### src/rtl/debounce_pkg.sv
// Shared types and width helpers for the button debouncer bank.
package debounce_pkg;

   // Per-channel hold/repeat state machine encoding
   typedef enum logic [1:0] {
      IDLE   = 2'd0,
      DELAY  = 2'd1,
      REPEAT = 2'd2
   } rpt_state_t;

   // Bits needed to count 0 .. n-1, never less than one bit
   function automatic int unsigned cnt_width(input int unsigned n);
      return (n <= 1) ? 1 : $clog2(n);
   endfunction

   // Larger of two cycle counts
   function automatic int unsigned max_u(input int unsigned a, input int unsigned b);
      return (a > b) ? a : b;
   endfunction

endpackage

### src/rtl/debounce_channel.sv
// One button channel: 2-FF synchroniser, stability filter, edge pulses and
// hold-to-repeat / long-press state machine.
module debounce_channel
   import debounce_pkg::*;
#(
   parameter bit          ACTIVE_LOW      = 1'b0,
   parameter int unsigned DEBOUNCE_CYCLES = 36000,
   parameter int unsigned REPEAT_DELAY    = 18000000,
   parameter int unsigned REPEAT_PERIOD   = 3600000
) (
   input  logic clk,
   input  logic arst,
   input  logic sw_i,
   input  logic repeat_en_i,
   output logic sw_state_o,
   output logic sw_down_o,
   output logic sw_up_o,
   output logic sw_repeat_o,
   output logic sw_long_o
);

   localparam int unsigned DB_W = cnt_width(DEBOUNCE_CYCLES);
   localparam int unsigned T_W  = cnt_width(max_u(REPEAT_DELAY, REPEAT_PERIOD));
   localparam logic [DB_W-1:0] DB_LAST = DB_W'(DEBOUNCE_CYCLES - 1);
   localparam logic [T_W-1:0]  RD_LAST = T_W'(REPEAT_DELAY - 1);
   localparam logic [T_W-1:0]  RP_LAST = T_W'(REPEAT_PERIOD - 1);
   localparam logic            IDLE_LVL = ACTIVE_LOW;

   logic [1:0]      r_sync;
   logic            r_p;
   logic            r_state;
   logic [DB_W-1:0] r_cnt;
   logic            r_down;
   logic            r_up;
   rpt_state_t      r_fsm;
   logic [T_W-1:0]  r_t;
   logic            r_rpt;
   logic            r_long;

   logic            w_diff;
   logic            w_hit;
   logic            w_press;
   logic            w_rel;

   // Debounced level flips when the input has differed for the full window
   assign w_diff  = r_p ^ r_state;
   assign w_hit   = w_diff && (r_cnt == DB_LAST);
   assign w_press = w_hit & ~r_state;
   assign w_rel   = w_hit &  r_state;

   // Synchronise the pad and register the pressed polarity (p)
   always_ff @(posedge clk or posedge arst) begin
      if (arst) begin
         r_sync <= {2{IDLE_LVL}};
         r_p    <= 1'b0;
      end else begin
         r_sync <= {r_sync[0], sw_i};
         r_p    <= r_sync[1] ^ ACTIVE_LOW;
      end
   end

   // Stability counter, debounced level and one-cycle edge pulses
   always_ff @(posedge clk or posedge arst) begin
      if (arst) begin
         r_state <= 1'b0;
         r_cnt   <= '0;
         r_down  <= 1'b0;
         r_up    <= 1'b0;
      end else begin
         r_down <= w_press;
         r_up   <= w_rel;
         if (!w_diff) begin
            r_cnt <= '0;
         end else if (w_hit) begin
            r_state <= ~r_state;
            r_cnt   <= '0;
         end else begin
            r_cnt <= r_cnt + DB_W'(1);
         end
      end
   end

   // Repeat FSM; long-press flag drops the cycle after the up pulse
   always_ff @(posedge clk or posedge arst) begin
      if (arst) begin
         r_fsm  <= IDLE;
         r_t    <= '0;
         r_rpt  <= 1'b0;
         r_long <= 1'b0;
      end else begin
         r_rpt <= 1'b0;
         if (r_up) begin
            r_long <= 1'b0;
         end
         case (r_fsm)
            IDLE: begin
               if (w_press) begin
                  r_fsm <= DELAY;
                  r_t   <= '0;
                  r_rpt <= 1'b1;
               end
            end
            DELAY: begin
               if (w_rel) begin
                  r_fsm <= IDLE;
                  r_t   <= '0;
               end else if (r_t == RD_LAST) begin
                  r_fsm  <= REPEAT;
                  r_t    <= '0;
                  r_rpt  <= repeat_en_i;
                  r_long <= 1'b1;
               end else begin
                  r_t <= r_t + T_W'(1);
               end
            end
            REPEAT: begin
               if (w_rel) begin
                  r_fsm <= IDLE;
                  r_t   <= '0;
               end else if (r_t == RP_LAST) begin
                  r_t   <= '0;
                  r_rpt <= repeat_en_i;
               end else begin
                  r_t <= r_t + T_W'(1);
               end
            end
            default: begin
               r_fsm <= IDLE;
               r_t   <= '0;
            end
         endcase
      end
   end

   assign sw_state_o  = r_state;
   assign sw_down_o   = r_down;
   assign sw_up_o     = r_up;
   assign sw_repeat_o = r_rpt;
   assign sw_long_o   = r_long;

endmodule

### src/rtl/button_debouncer_bank.sv
// Bank of independent button debouncers with edge, repeat and long-press outputs.
module button_debouncer_bank
   import debounce_pkg::*;
#(
   parameter int unsigned N_CH            = 5,
   parameter bit          ACTIVE_LOW      = 1'b0,
   parameter int unsigned DEBOUNCE_CYCLES = 36000,
   parameter int unsigned REPEAT_DELAY    = 18000000,
   parameter int unsigned REPEAT_PERIOD   = 3600000
) (
   input  logic            clk,
   input  logic            arst,
   input  logic [N_CH-1:0] sw_i,
   input  logic [N_CH-1:0] repeat_en_i,
   output logic [N_CH-1:0] sw_state_o,
   output logic [N_CH-1:0] sw_down_o,
   output logic [N_CH-1:0] sw_up_o,
   output logic [N_CH-1:0] sw_repeat_o,
   output logic [N_CH-1:0] sw_long_o
);

   // Reject zero-valued parameters at elaboration
   if (N_CH == 0) begin : g_bad_n_ch
      $error("button_debouncer_bank: N_CH must be >= 1");
   end
   if (DEBOUNCE_CYCLES == 0) begin : g_bad_debounce
      $error("button_debouncer_bank: DEBOUNCE_CYCLES must be >= 1");
   end
   if (REPEAT_DELAY == 0) begin : g_bad_delay
      $error("button_debouncer_bank: REPEAT_DELAY must be >= 1");
   end
   if (REPEAT_PERIOD == 0) begin : g_bad_period
      $error("button_debouncer_bank: REPEAT_PERIOD must be >= 1");
   end

   // One self-contained channel per button
   for (genvar g = 0; g < N_CH; g++) begin : g_ch
      debounce_channel #(
         .ACTIVE_LOW      (ACTIVE_LOW),
         .DEBOUNCE_CYCLES (DEBOUNCE_CYCLES),
         .REPEAT_DELAY    (REPEAT_DELAY),
         .REPEAT_PERIOD   (REPEAT_PERIOD)
      ) u_ch (
         .clk         (clk),
         .arst        (arst),
         .sw_i        (sw_i[g]),
         .repeat_en_i (repeat_en_i[g]),
         .sw_state_o  (sw_state_o[g]),
         .sw_down_o   (sw_down_o[g]),
         .sw_up_o     (sw_up_o[g]),
         .sw_repeat_o (sw_repeat_o[g]),
         .sw_long_o   (sw_long_o[g])
      );
   end

endmodule

### config.mk
export PLATFORM = sky130hd
export DESIGN_NAME = button_debouncer_bank
export DESIGN_NICKNAME = d
export VERILOG_FILES = /design/src/rtl/debounce_pkg.sv /design/src/rtl/debounce_channel.sv /design/src/rtl/button_debouncer_bank.sv
export SDC_FILE = /design/constraint.sdc
export NUM_CORES = 1
export LEC_CHECK = 0
export ABC_AREA = 1
export CORE_UTILIZATION = 38
export CTS_CLUSTER_SIZE = 24
export DETAILED_ROUTE_END_ITERATION = 10
export PLACE_DENSITY_LB_ADDON = 0.15
export SETUP_SLACK_MARGIN = 0.1
export SYNTH_ARGS = -nofsm -noshare
export SYNTH_HDL_FRONTEND = slang
export SYNTH_SLANG_ARGS = --single-unit
### constraint.sdc
create_clock -name clk -period 26.3 [get_ports clk]
set_input_delay 3.945 -clock clk [delete_from_list [all_inputs] [get_ports clk]]
set_output_delay 3.945 -clock clk [all_outputs]
set_load 0.01 [all_outputs]
# Word-level counts from Yosys, hierarchy flattened
# Index checks and enable logic that the tools add are counted.
[totals] memories=0 mem_bits_rw=0 romBits=0 reg_bits=255 in_bits=12 latchBits=0 elab_cells=255
[classes] add_sub_neg=10 eq_ne=40 magnitude_cmp=0 bitwise_logic=20 reduce_logical=20 n_div=0 muxes=115 shifts=0 n_mul=0
[ops] operator="$mux 25" n=25
[ops] operator="$pmux 25 s3" n=5
[ops] operator="$mux 16" n=10
[ops] operator="$add 25x1->25 const B" n=5
[ops] operator="$eq 25x22->1 const B" n=5
[ops] operator="$eq 25x25->1 const B" n=5
[ops] operator="$add 16x1->16 const B" n=5
[ops] operator="$eq 16x16->1 const B" n=5
[ops] operator="$mux 1" n=45
[ops] operator="$mux 2" n=20
[ops] operator="$pmux 2 s3" n=5
[ops] operator="$ne 2x1->1 const B" n=10
[ops] operator="$ne 3x1->1 const B" n=5
[ops] operator="$pmux 1 s3" n=5
[ops] operator="$reduce_and 3->1" n=5
[ops] operator="$and 1x1->1" n=10
[ops] operator="$eq 2x1->1 const B" n=5
[ops] operator="$eq 2x2->1 const B" n=5
[ops] operator="$logic_not 2->1" n=5
[ops] operator="$reduce_and 2->1" n=5
[ops] operator="$logic_and 1x1->1" n=5
[ops] operator="$not 1->1" n=5
[ops] operator="$xor 1x1->1" n=5

# Depth between registers and ports, before layout
# Gate-level depths: netlist (run 1).
[logic_depth] depth_word=5 mapped_depth=13

# Hierarchy
# Synthesis (run 1) repeated with hierarchy kept, for this count alone.
[unflattened] hier_cells=2181 area_unflattened_um2=15587.4
[modules_own_cells] mod="debounce_channel at g_ch[0].u_ch ..." cells_per_inst=433 n_inst=4 seq_area_each_um2=1276.2 area_each_um2=3110.5
[modules_own_cells] mod="debounce_channel at g_ch[4].u_ch" cells_per_inst=449 n_inst=1 seq_area_each_um2=1276.2 area_each_um2=3145.5

# Least setup slack after synthesis (run 1)
# No wires, ideal clock.
[synth_timing] path_type="reg-to-output" from="register g_ch[0].u_ch.r_state" to="output sw_state_o[0]" required_time_ns=22.355 slack_ns=21.731 arrival_time_ns=0.624 path_stages_with_launch=2 path_cell_list="dfrtp_1 buf_4"
[synth_lines] element="from (decl)" line_no="debounce_channel.sv:31" rtl="logic r_state;"
[synth_lines] element="from (signal assigned)" line_no="debounce_channel.sv:75" rtl="r_state <= ~r_state;"
[synth_lines] element="to (decl)" line_no="button_debouncer_bank.sv:15" rtl="output logic [N_CH-1:0] sw_state_o,"
# No word-level cell between the ends.

==> flow_summary.yaml, run 1 <==
layout:
  instances_no_fill: 2592
  area_delta_synth_final_pct: 11.8
  final-seq-area_mm2: 0.00638
  fin_nets: 2092
  final_util_pct: 43.1
  drive_gt1_share_pct: 4.05
  multi_input_area_mm2: 0.00705
  nFillCells: 3997
  n_antenna_cell: 0
yosys:
  syn_inst: 2030
  synth_top_flop_cell: "dfrtp_1"
  synthesis.nets: 2072
  synth_top_cell_by_area: "dfrtp_1"
  synth_top_cell_area_share_pct: 43.0
  ys_seq_area_share_pct: 43.0
  netlist_area_mm2: 0.0149
  syn_area_per_cell_um2: 7.32
  synth_area_leaders: "dfrtp_1 43%, nand2_1 11%, nor2_1 9.0%, inv_1 7.0%, nand3_1 6.0%"
  synth_warnings: 0
  synth_async_sr_flop_share_pct: 100
  synth_seq_cells: 255
  ys_types: 41
  post-synth-top-count-cell: "nand2_1"
  synth_commonest_cells: "442 x nand2_1, 356 x nor2_1, 278 x inv_1"
  synth_edf_count: 0
sta:
  hold_ws_ns: 0.347
  tns_ns: 0
  slew_headroom_pct: 29.1
  max_freq_ghz: 0.163
  fin_ws_ns: 20.17
  max_slew.worst_pin.slew_ns: 1.06
  fin_crit_ns: 6.13
  fin_crit_sh_pct: 23.3
  setup_viol: 0
  slew_violations: 0
  rsz0062_at_grt: "false"
  fin_skew_ns: 0.0233
  final_hold_viol_count: 0
setup_path:
  reg2reg_to: "g_ch[1].u_ch.r_t[15]"
  cp_common_cell: "buf_4"
  worst_r2r_path_depth: 8
  r2r_slack_ns: 23.44
  crit_slowest_cell: "buf_4"
  cp_slowest_stage_delay_ns: 0.87
  path_buf_inv: 4
  critPathKind: "primary input to asynchronous set/reset pin"
  arrival_ns: 6.72
  timing.critical_path.cells: "clkdlybuf4s50_1 -> inv_8 -> buf_4 -> buf_4"
  cp.required_ns: 26.88
  end_kind: "asynchronous set/reset pin"
  path_delay_family: "buffers and inverters"
  start_kind: "primary input"
  crit_path_max_fanout: 115
  regToRegStartpoint: "g_ch[1].u_ch.r_cnt[0]"
global_routing:
  grt_pass1_wl_mm: 56.1
  track_usage_pct: 16.8
  antenna_found_initial: 0
  top_usage_layer: "met2"
  grt_max_degree: 116
  grt_overflow: 0
  grt_pass1_vias: 12100
  grt_use_met1_pct: 22.7
  grtUsageMet2_pct: 27.9
  gr-usage-met3_pct: 2.75
pwr:
  power.internal_mw: 0.679
  clockPowerShare_pct: 52.0
  power_frac_seq_pct: 46.0
  switching_share_pct: 21.3
  vdd_drop_max_v: 0.0000474
  p_leak_nw: 7.51
  power_frac_comb_pct: 2.0
  power.switching_mw: 0.184
  powerDensity_mw_per_mm2: 52.0
routing:
  first_iter_violations: 670
  ant_nets: 0
  via_per_inst: 4.83
  drt_pass1_iterations: 5
  wl_per_cell_um: 12.4
  route.detailed.drc: 0
  wl_mm: 32.2
  dr_total_vias: 12500
status:
  outcome: "complete, no violations"
clock_network:
  postCtsHoldBufs: 0
  cts_root_buf: "clkbuf_16"
  clk_pin_slew_ns: 0.05
  ctsResizeCount: 0
  insertion_delay_ns: 0.58
  clock_path_buffers: 3
  cts.htree.levels: 1
  cts_buffers: 31
  cts_tree: "yes"
  post-cts-setup-buffers: 0
  numClockSinks: 255
die:
  core-area_mm2: 0.0386
  die_w_um: 200
  ioPinCount: 37
  fp-row-count: 72
  design.die.area_mm2: 0.0399
  start_util_pct: 38.5
  die_h_um: 200
job:
  drv_cap: 0
place:
  place_ws_ns: 19.28
  placed_cells: 2535
  place_congestion: 0.860
  dp_hpwl_mm: 23.0
  port_buffers: 36
min_path:
  worstHoldPathType: "register to register"
  whs_path_depth: 0
  min_from: "g_ch[0].u_ch.r_sync[1]"
  min_to: "g_ch[0].u_ch.r_p"
==> cell type report <==
type | count | area share [%]
Tap cell | 518 | 3.90
Multi-Input combinational cell | 1438 | 42.4
Clock buffer | 44 | 5.27
Sequential cell | 255 | 38.4
Clock inverter | 13 | 1.22
Timing Repair Buffer | 38 | 2.26
Inverter | 286 | 6.52
==> worst max path at each step <==
stage / startpoint / cells past startpoint / end / slack, ns
floorplan: arst / 1 / g_ch[0].u_ch.r_cnt[0] / 15.34
global placement: arst / 4 / g_ch[0].u_ch.r_fsm[0] / 19.30
detailed placement: arst / 4 / g_ch[0].u_ch.r_fsm[0] / 19.28
CTS: arst / 4 / g_ch[0].u_ch.r_fsm[0] / 19.89
global route: arst / 4 / g_ch[0].u_ch.r_fsm[1] / 19.55
finish: arst / 4 / g_ch[0].u_ch.r_fsm[0] / 20.17
==> logic make-up (layout without fill, tap and decap cells) <==
group / count (synthesis) / count (layout) / share of synthesized area (%)
adders and majority gates: 30 / 30 / 2.53
DFF: 255 / 255 / 43.0
AOI/OAI and AO/OA: 135 / 135 / 4.90
and+or+nand+nor: 1187 / 1187 / 34.8
xor gates and xnor gates: 86 / 86 / 5.17
buffers and inverters: 337 / 381 / 9.60
==> registers in the layout (all words and copies together) (netlist names) <==
name                   cells
g_ch.u_ch.r_cnt           80
g_ch.u_ch.r_fsm           10
g_ch.u_ch.r_p              5
g_ch.u_ch.r_sync          10
g_ch.u_ch.r_t            125
g_ch.u_ch.sw_down_o        5
g_ch.u_ch.sw_long_o        5
g_ch.u_ch.sw_repeat_o      5
g_ch.u_ch.sw_state_o       5
g_ch.u_ch.sw_up_o          5
==> worst reg2reg max path, cell delays in order, from the launching register on <==
cell and delay [ns]:
dfrtp_1 0.36, ha_1 0.19, nand3_1 0.14, nor2_1 0.37, nand4_1 0.22, nand2_1 0.81, nand2_1 0.26, clkinv_2 0.28
nor2_1 0.10
==> layout by cell type (no fill, tap or decap), types with 3 or more instances in the layout <==
cell,instances
a21oi_1,47
bufinv_16,5
clkbuf_1,8
clkbuf_16,31
clkbuf_8,5
clkdlybuf4s50_1,36
clkinv_2,5
dfrtp_1,255
ha_1,30
inv_1,277
inv_2,6
nand2_1,442
nand2_2,3
nand3_1,178
nand3b_1,12
nand4_1,83
nor2_1,356
nor2_2,5
nor3_1,72
nor3b_1,7
nor4_1,13
o211ai_1,3
o21ai_0,68
o21bai_1,7
or2_2,8
xor2_1,82
==> per-layer routing <==
metal / wire length (um) / vias to the layer above
li1: - / 6502
met1: 15700 / 5838
met2: 14800 / 145
met3: 1040 / 46
met4: 646 / 0
met5: 0 / -
==> power groups by stage <==
stage / clock [mW] / sequential [mW] / combinational [mW]
floorplan: 0 / 0.404 / 0.0120
global placement: 0 / 0.404 / 0.0182
detailed placement: 0 / 0.404 / 0.0184
CTS: 0.466 / 0.397 / 0.0185
global route: 0.479 / 0.397 / 0.0212
finish: 0.449 / 0.397 / 0.0174
==> stage by stage <==
step                cell area (um2)  total power, mW
finish                        16600            0.864
global route                  16600            0.898
CTS                           16600            0.882
detailed placement            15500            0.423
global placement              15500            0.422
floorplan                     14900            0.416
Power figures use the tool's default switching activity.
==> run 2, diff against run 1 <==
==> constraint.sdc (replaced) <==
create_clock -name clk -period 6.4 [get_ports clk]
set_input_delay 0.96 -clock clk [delete_from_list [all_inputs] [get_ports clk]]
set_output_delay 0.96 -clock clk [all_outputs]
set_load 0.01 [all_outputs]
==> run 2 against run 1 <==
Against the previous run: power increased to 4.2 times the previous value; via count rose by 0.81%; clock-buffer cell count up 1; non-clock buffer count rose by 2; combinational power grew to 4.2 times the previous value; critical path depth grew 4; largest cell class unchanged.
==> flow_summary.yaml, run 2 (synthesis gave the netlist of run 1 again) <==
status:
  outcome: "complete, no violations"
sta:
  setup_viol: 0
  hold_ws_ns: 0.333
  slew_violations: 0
  rsz0062_at_grt: "false"
  final_hold_viol_count: 0
  max_freq_ghz: 0.365
  fin_crit_sh_pct: 42.8
  fin_crit_ns: 2.74
  slew_headroom_pct: 33.9
  fin_skew_ns: 0.0166
  tns_ns: 0
  max_slew.worst_pin.slew_ns: 0.989
min_path:
  min_from: "g_ch[3].u_ch.r_sync[1]"
  worstHoldPathType: "register to register"
setup_path:
  cp.required_ns: 6.80
  end_kind: "register"
  worst_r2r_path_depth: 8
  cp-endpoint: "g_ch[4].u_ch.r_t[15]"
  crit_path_max_fanout: 32
  timing.critical_path.cells: "ha_1 -> nand2_1 -> nor2_1 -> nand4_1 -> nand2_2 -> inv_1 -> a21oi_2 -> nor2_1"
  crit_slowest_cell: "a21oi_2"
  start_kind: "register"
  cp_common_cell: "nor2_1"
  critPathKind: "register to register"
  path_buf_inv: 1
  arrival_ns: 3.14
  regToRegStartpoint: "g_ch[4].u_ch.r_cnt[0]"
  cp-startpoint: "g_ch[4].u_ch.r_cnt[0]"
  crit_cells: 8
  reg2reg_to: "g_ch[4].u_ch.r_t[15]"
  path_delay_family: "simple AND/OR/NAND/NOR gates"
  cp_slowest_stage_delay_ns: 0.73
  r2r_slack_ns: 3.66
clock_network:
  postCtsHoldBufs: 0
  clk_pin_slew_ns: 0.06
  cts_root_buf: "clkbuf_16"
  numClockSinks: 255
  insertion_delay_ns: 0.57
  clock_path_buffers: 3
  cts_tree: "yes"
  ctsResizeCount: 0
  cts.htree.levels: 1
  post-cts-setup-buffers: 0
  cts_buffers: 31
pwr:
  power_frac_comb_pct: 2.0
  totalPowerFinal_mw: 3.58
  power.internal_mw: 2.83
  p_leak_nw: 7.54
  clockPowerShare_pct: 52.4
  powerDensity_mw_per_mm2: 215
  power.switching_mw: 0.753
  power_frac_seq_pct: 45.5
  vdd_drop_max_v: 0.000185
  switching_share_pct: 21.0
global_routing:
  antenna_found_initial: 0
  grt_overflow: 0
  grt_pass1_wl_mm: 56.7
  grt_pass1_vias: 11900
  grt_max_degree: 64
  track_usage_pct: 17.0
layout:
  nFillCells: 4011
  largest_register_ffs: 125
  fin_area_mm2: 0.0167
  layout_common_cells: "442 x nand2_1, 356 x nor2_1, 277 x inv_1, 255 x dfrtp_1, 178 x nand3_1"
  instances_no_fill: 2594
  area_delta_synth_final_pct: 12.1
  top_register: "g_ch.u_ch.r_t"
  fin_nets: 2094
  n_antenna_cell: 0
  largestRegisters: "g_ch.u_ch.r_t: 125 flops, g_ch.u_ch.r_cnt: 80 flops"
  final_common_cell: "nand2_1"
  drive_gt1_share_pct: 4.29
place:
  placed_cell_area_mm2: 0.0155
  port_buffers: 36
  placed_cells: 2537
  dp_hpwl_mm: 23.3
  place_congestion: 0.872
routing:
  dr_total_vias: 12600
  route.detailed.drc: 0
  met2_length_mm: 15.0
  highest_layer: "met4"
  first_iter_violations: 665
  dr_wl_met3_mm: 1.12
  routedLengthMet1_mm: 15.7
  wl_mm: 32.5
  via_per_inst: 4.87
  wl_per_cell_um: 12.5
  ant_nets: 0
  drt_pass1_iterations: 5
die:
  die_h_um: 200
  ioPinCount: 37
  die_w_um: 200
  core-area_mm2: 0.0386
  fp-row-count: 72
  design.die.area_mm2: 0.0399
  start_util_pct: 38.5
job:
  drv_cap: 0
==> run 2: cell count changes in the layout (fill, tap and decap cells not counted), sizes merged <==
cell      change
clkinv        +3
buf           +2
clkbuf        +1
clkinvlp      -1
inv           -3
==> run 2: worst min-delay path by stage <==
stage / end / slack, ns / depth (start not counted)
after floorplan: g_ch[0].u_ch.r_p / 0.33 / 0
after global placement: g_ch[2].u_ch.r_sync[1] / 0.33 / 0
after detailed placement: g_ch[1].u_ch.r_sync[1] / 0.33 / 0
after CTS: g_ch[3].u_ch.r_p / 0.34 / 0
after global routing: g_ch[4].u_ch.r_p / 0.35 / 0
final: g_ch[3].u_ch.r_p / 0.33 / 0
==> run 2: per-stage QoR <==
step / setup slack, ns / utilization (%)
6_report: 3.66 / 43.2
5_1_grt: 3.28 / 43.2
4_1_cts: 3.58 / 43.2
3_5_place_dp: 3.33 / 40.3
3_3_place_gp: 3.38 / 40.3
2_1_floorplan: 2.08 / -
==> run 2: final cells by class <==
| class | instances | area [um2] | area share (%) |
|---|---|---|---|
| timing repair buffer | 40 | 390 | 2.34 |
| multi-input combinational | 1438 | 7050 | 42.3 |
| inverter | 286 | 1080 | 6.48 |
| sequential | 255 | 6380 | 38.3 |
| clock buffer | 45 | 918 | 5.52 |
| tap | 518 | 648 | 3.89 |
| clock inverter | 12 | 189 | 1.13 |
==> run 2: power groups by stage <==
stage | Sequential (mW) | Clock [mW] | Combinational [mW]
global placement | 1.66 | 0 | 0.0758
CTS | 1.63 | 1.95 | 0.0770
global route | 1.63 | 2.01 | 0.0872
finish | 1.63 | 1.88 | 0.0726
detailed placement | 1.66 | 0 | 0.0767
floorplan | 1.66 | 0 | 0.0496
==> run 2: metal layers <==
| layer | vias up | track usage, % |
|---|---|---|
| li1 | 6497 | - |
| met1 | 5916 | 23.2 |
| met2 | 172 | 28.1 |
| met3 | 47 | 2.53 |
| met4 | 0 | 3.79 |
| met5 | - | 0 |
